--- src/rtl/ccode_update.sv ---
// ---------------------------------------------------------------------------
// ccode_update
//   Producer side of the NVZ condition-code interface. Derives N, V and Z from
//   single-cycle ALU results or from the multi-cycle (MAC/accumulate) unit,
//   applies a per-opcode write mask and holds the flags in a register that the
//   condition evaluator reads as {N,V,Z}.
//
// Optional feature: define FLAG_FWD_EN to add the nvz_fwd output, a
//   combinational view of the value NVZ takes at the coming clock edge.
//
// Ports
//   clk          in   clock, rising edge
//   rst_n        in   synchronous reset, active-low
//   ex_valid     in   instruction in EX is valid
//   ex_op        in   opcode of the EX instruction (selects the write mask)
//   alu_out      in   single-cycle ALU result
//   alu_ovfl     in   single-cycle ALU overflow
//   multi_cycle  in   EX op completes on the multi-cycle unit
//   mc_done      in   multi-cycle result valid this cycle (1-cycle pulse)
//   mc_result    in   multi-cycle result
//   mc_ovfl      in   multi-cycle overflow
//   stall        in   EX instruction is not accepted this cycle
//   flush        in   squash EX instruction / abort a pending multi-cycle update
//   NVZ          out  registered flags {N,V,Z}
//   flags_busy   out  flags await a multi-cycle result; consumers must stall
//   nvz_fwd      out  (FLAG_FWD_EN only) next value of NVZ
// ---------------------------------------------------------------------------
module ccode_update #(
    parameter int DATA_W = 16
) (
    input  logic              clk,
    input  logic              rst_n,
    input  logic              ex_valid,
    input  logic [3:0]        ex_op,
    input  logic [DATA_W-1:0] alu_out,
    input  logic              alu_ovfl,
    input  logic              multi_cycle,
    input  logic              mc_done,
    input  logic [DATA_W-1:0] mc_result,
    input  logic              mc_ovfl,
    input  logic              stall,
    input  logic              flush,
    output logic [2:0]        NVZ,
    output logic              flags_busy
`ifdef FLAG_FWD_EN
    ,
    output logic [2:0]        nvz_fwd
`endif
);

    typedef enum logic {
        S_IDLE = 1'b0,
        S_WAIT = 1'b1
    } state_t;

    state_t     state_q, state_d;
    logic [2:0] nvz_q,   nvz_d;
    logic [2:0] mask_q,  mask_d;

    logic [2:0] ex_mask;
    logic       accept;

    // Write mask in {N,V,Z} order: arithmetic ops own all three flags,
    // logic/shift ops only own Z, everything else leaves the flags alone.
    function automatic logic [2:0] op_mask(input logic [3:0] op);
        logic [2:0] m;
        case (op)
            4'b0000, 4'b0001, 4'b1000:          m = 3'b111;
            4'b0010, 4'b0100, 4'b0101, 4'b0110: m = 3'b001;
            default:                            m = 3'b000;
        endcase
        return m;
    endfunction

    function automatic logic [2:0] derive(input logic [DATA_W-1:0] r,
                                          input logic              o);
        return {r[DATA_W-1], o, (r == {DATA_W{1'b0}})};
    endfunction

    // Merge freshly derived flags into the held flags under a mask.
    function automatic logic [2:0] merge(input logic [2:0] old_f,
                                         input logic [2:0] new_f,
                                         input logic [2:0] m);
        return (old_f & ~m) | (new_f & m);
    endfunction

    assign ex_mask = op_mask(ex_op);
    // Flush beats stall; opcodes with an empty mask never enter the machine,
    // so a no-flag multi-cycle op cannot make consumers wait for nothing.
    assign accept  = ex_valid & ~stall & ~flush & (ex_mask != 3'b000);

    // Next-state and next-flag logic. In WAIT the EX stage is stalled
    // upstream, so ex_valid is deliberately not looked at there.
    always_comb begin
        state_d = state_q;
        nvz_d   = nvz_q;
        mask_d  = mask_q;
        case (state_q)
            S_IDLE: begin
                if (accept) begin
                    if (multi_cycle) begin
                        mask_d  = ex_mask;
                        state_d = S_WAIT;
                    end else begin
                        nvz_d = merge(nvz_q, derive(alu_out, alu_ovfl), ex_mask);
                    end
                end
            end
            S_WAIT: begin
                if (flush) begin
                    mask_d  = 3'b000;
                    state_d = S_IDLE;
                end else if (mc_done) begin
                    nvz_d   = merge(nvz_q, derive(mc_result, mc_ovfl), mask_q);
                    mask_d  = 3'b000;
                    state_d = S_IDLE;
                end
            end
            default: begin
                mask_d  = 3'b000;
                state_d = S_IDLE;
            end
        endcase
    end

    // State, flag and latched-mask registers; reset dominates everything.
    always_ff @(posedge clk) begin
        if (!rst_n) begin
            state_q <= S_IDLE;
            nvz_q   <= 3'b000;
            mask_q  <= 3'b000;
        end else begin
            state_q <= state_d;
            nvz_q   <= nvz_d;
            mask_q  <= mask_d;
        end
    end

    assign NVZ        = nvz_q;
    assign flags_busy = (state_q == S_WAIT);

`ifdef FLAG_FWD_EN
    // Mirror the register input, including the reset override, so the
    // evaluator sees exactly what NVZ will hold after the edge.
    assign nvz_fwd = rst_n ? nvz_d : 3'b000;
`endif

endmodule

--- config.mk ---
export PLATFORM = sky130hd
export DESIGN_NAME = ccode_update
export DESIGN_NICKNAME = d
export VERILOG_FILES = /design/src/rtl/ccode_update.sv
export SDC_FILE = /design/constraint.sdc
export NUM_CORES = 1
export LEC_CHECK = 0
export CELL_PAD_IN_SITES_DETAIL_PLACEMENT = 0
export CELL_PAD_IN_SITES_GLOBAL_PLACEMENT = 1
export CORE_UTILIZATION = 18
export CTS_CLUSTER_SIZE = 30
export DETAILED_ROUTE_END_ITERATION = 8
export MAX_ROUTING_LAYER = met4
export PLACE_DENSITY_LB_ADDON = 0.2
export REMOVE_ABC_BUFFERS = 1
export SKIP_LAST_GASP = 1
export SLEW_MARGIN = 20
export SYNTH_ARGS = -nofsm -noshare
export SYNTH_HDL_FRONTEND = slang
export SYNTH_SLANG_ARGS = --single-unit
--- constraint.sdc ---
create_clock -name clk -period 1.83 [get_ports clk]
set_clock_uncertainty 0.05 [all_clocks]
set_input_delay 0.183 -clock clk [delete_from_list [all_inputs] [get_ports clk]]
set_output_delay 0.183 -clock clk [all_outputs]
set_load 0.02 [all_outputs]
# Word-level counts from Yosys, hierarchy flattened

Index checks and enable logic that the tools add are counted.

Equality and inequality tests: 12
Multiplexer cells: 16
Bitwise operators: 14
Reduce and logical (&&, ||, !) cells: 8

Operators by type and width:

| kind                                                             | count |
|---|---|
| 16-bit zero test                                                 | 2 |
| 3-bit two-way mux                                                | 8 |
| 3-bit case mux with 2 select lines                               | 3 |
| 3-bit bitwise AND                                                | 4 |
| 4-bit by 3-bit == test with 1-bit output (second input constant) | 3 |
| 2-bit inequality test (second input constant)                    | 5 |
| 3-bit NOT                                                        | 2 |
| 3-bit bitwise OR                                                 | 2 |
| 4-bit by 1-bit == test with 1-bit output (second input constant) | 1 |
| 4-bit by 2-bit == test with 1-bit output (second input constant) | 1 |
| 4-bit == test (second input constant)                            | 1 |
| 4-bit zero test                                                  | 1 |
| 1-bit two-way mux                                                | 4 |
| 4-bit AND reduction                                              | 1 |
| 4-bit OR reduction                                               | 1 |
| 1-bit bitwise AND                                                | 3 |
| 3-bit inequality test (second input constant)                    | 1 |
| 1-bit NOT                                                        | 3 |
| 3-bit AND reduction                                              | 1 |
| 3-bit nonzero test                                               | 1 |
| 3-bit OR reduction                                               | 1 |
| 1-bit case mux with 2 select lines                               | 1 |

Bits in registers: 7
Bits of input ports: 45
Output and inout port bits: 4
Logic and storage cells: 53

# Logic depth before layout (Yosys ltp)

Gate-level depths: netlist (run 1).

Word-level depth: 9
Gate-level depth with buffers: 5
Depth with buffers taken out: 4

# Worst setup path after synthesis (run 1)

No wires, ideal clock.

Path type: reg-to-reg
Start: register state_q, in the netlist flags_busy
End: register (tool-made name)
Setup time: 0.122 ns
Data arrival time: 1.339 ns
Data required time: 1.658 ns
Slack: 0.319 ns
Stages on the path, launching flop included: 5
Buffers on the path: 1
Period minus slack after synthesis: 1.511 ns
Path through: dfxtp_1 > buf_2 > and4b_1 > a21oi_1 > o311a_1

RTL lines:

| item                   | RTL line | RTL |
|---|---|---|
| start, declared        | 56       | `state_t state_q, state_d;` |
| start signal, assigned | 133      | `state_q <= state_d;` |

==> results of run 1 <==
routing by layer:
metal  routed length [um]  vias to the layer above
li1                     -                      341
met4                    0                        0
met1                  781                      304
met3                  154                        0
met5                    0                        -
met2                  854                       32
power groups by stage:
| stage | clock, mW | sequential (mW) | combinational [mW] |
|---|---|---|---|
| after global placement | 0 | 0.137 | 0.136 |
| final | 0.126 | 0.135 | 0.138 |
| after detailed placement | 0 | 0.137 | 0.139 |
| after global routing | 0.137 | 0.135 | 0.150 |
| after CTS | 0.131 | 0.135 | 0.140 |
| after floorplan | 0 | 0.138 | 0.0268 |
logic make-up (layout without fill, tap and decap cells):
kind of cell | Yosys count | count (layout) | share of synthesized area [%]
simple gates | 34 | 34 | 41.8
compound gates | 15 | 15 | 26.5
flops | 6 | 6 | 24.5
mux | 3 | 3 | 6.12
buf+inv | 1 | 53 | 1.02
worst paths after layout:
kind | from | endpoint | slack, ps | depth (start not counted)
min reg2reg | mask_q[0] | mask_q[0] | 440 | 2
min | mask_q[0] | mask_q[0] | 440 | 2
max reg2reg | flags_busy | flip-flop | 230 | 4
max | ex_op[0] | flip-flop | 160 | 5
cell usage in the layout (no fill, tap or decap), types with 2 or more instances in the layout:
cell type / count
dfxtp_1: 5
mux2i_1: 3
a21boi_0: 2
nand2_1: 4
nor4_1: 7
and2_1: 2
o21ai_0: 2
buf_4: 2
clkbuf_4: 3
nor3_1: 3
a21oi_1: 4
nor2_1: 5
nor2b_1: 2
nand3b_1: 2
clkdlybuf4s50_1: 48
nand3_1: 2
area by class of cell:
type,count,area [um^2],area share (%)
clock buffers,3,22.5,2.16
multi-input cells,52,365,35.1
flip-flops and latches,6,121,11.6
well taps,30,37.5,3.60
repair buffers,50,495,47.5
critical path, delay by kind of cell:
kind | cells | cell delay [ps]
simple gates | 1 | 90
buf+inv | 1 | 490
compound gates | 3 | 990
==> impl_metrics.toml, run 1 <==
[clocking]
numCtsBuffers = 3
root_buffer = "clkbuf_4"
cts.sinks = 6
postCtsSetupBuffers = 0
ctsHtreeMaxLevel = 1
cts_tree = "built"
clk_pin_slew_worst_paths_ps = 50
clkLatencyLatePin_ps = 250
cts_resized = 1
clockBufferDepth = 2
cts_hold_buffers = 0

[power_and_ir_drop]
internal_power_mw = 0.308
pwr-share-clk_pct = 31.7
swShare_pct = 22.9
power_frac_comb_pct = 34.6
seq_power_share_pct = 33.7
p_per_area_nw_per_um2 = 383
p_leak_nw = 0.372
peakVddDrop_v = 0.000196
power_mw = 0.399
switchingPower_mw = 0.0914

[sta]
finalHoldViolCount = 0
finalMaxSlewViolations = 0
rsz0062_at_grt = "no"
tightest_slew_ps = 430
period_share_pct = 91.5
fin_crit_ps = 1670
fmax_mhz = 597
setup_ws_ps = 155
slew_headroom_pct = 71.3
hold_slack_ps = 436
finalSetupViolCount = 0
finalSetupTns_ps = 0

[routing]
vias = 677
drcViolationCount = 0
drt-pass1-iter-count = 4
post_drt_wl_per_cell_um = 12.7
wl_um = 1790
ant_nets = 0
vias_per_cell = 4.80
drtIter0Drc = 6

[floorplan]
rows = 18
start_util_pct = 19.4
fp.dieH_um = 54.2
die_w_um = 54.2
core_area_um2 = 2520
dieArea_um2 = 2940
ios = 49

[synth]
synth_area_leader_cell = "dfxtp_1"
seq_area_frac_synth_pct = 24.5
synth-async-reset-ratio_pct = 0
synth_warnings = 0
synth_edf_count = 0
synthTopCellsByCount = "nor4_1 (7), dfxtp_1 (6), nor2_1 (5), a21oi_1 (4), nand2_1 (4)"
synthTopCellsByArea = "dfxtp_1 (24%), nor4_1 (8.9%), mux2i_1 (6.1%), a2111oi_4 (5.6%), a21oi_1 (4.1%)"
ys_ff_latch = 6
syn_inst = 59
synth.avg_cell_area_um2 = 8.31
synthDistinctLibCells = 28
synth_top_cell_area_share_pct = 24.5
synth_most_common_cell = "nor4_1"
synth_area_um2 = 490
synth_ff_type = "dfxtp_1"

[global_routing]
grt.overflow.total = 0
grt_pass1_vias = 684
grt_pass1_wl_um = 2900
grt_max_degree = 16
gr-usage-all-layers_pct = 14.4
met3_usage_pct = 3.67
gr-max-usage-layer = "met2"
antenna_found_initial = 0
met1_usage_pct = 15.2
gr-usage-met2_pct = 25.4

[setup_path]
cp_max_fo = 4
worstPathRequired_ps = 1900
crit_slowest_cell = "clkdlybuf4s50_1"
path_class = "in -> reg"
cp.arrival_ps = 1750
startpoint_type = "input pin"
critPathCaptureType = "flip-flop"
max_stage_delay_ps = 490
crit_chain = "clkdlybuf4s50_1 -> a2111oi_4 -> o211ai_2 -> a2111oi_1 -> nor4b_2"

[placed_design]
dpl.hpwl_um = 1500
place.gp.congestion = 0.752
portBuffers = 48
dp.cells = 138
dpl-instance-area_um2 = 1020
place_ws_ps = -128

[final_layout]
final_nets = 158
diodes = 0
synthToLayoutAreaGrowth_pct = 113
drive_gt1_share_pct = 9.01
num-fill-cells = 258
finalNonFillerCells = 141
stdcell_area_um2 = 1040
finalCoreUtilization_pct = 41.3

[hold_path]
hp-class = "reg -> reg"

[outcome]
status = "finished clean"

[run]
maxCapViolations = 0
Power figures use the tool's default switching activity.
==> run 2, diff against run 1 <==
SLEW_MARGIN = 25   (was 20)
==> results of run 2 <==
Final layout, timing and power as in run 1 (identical DEF).
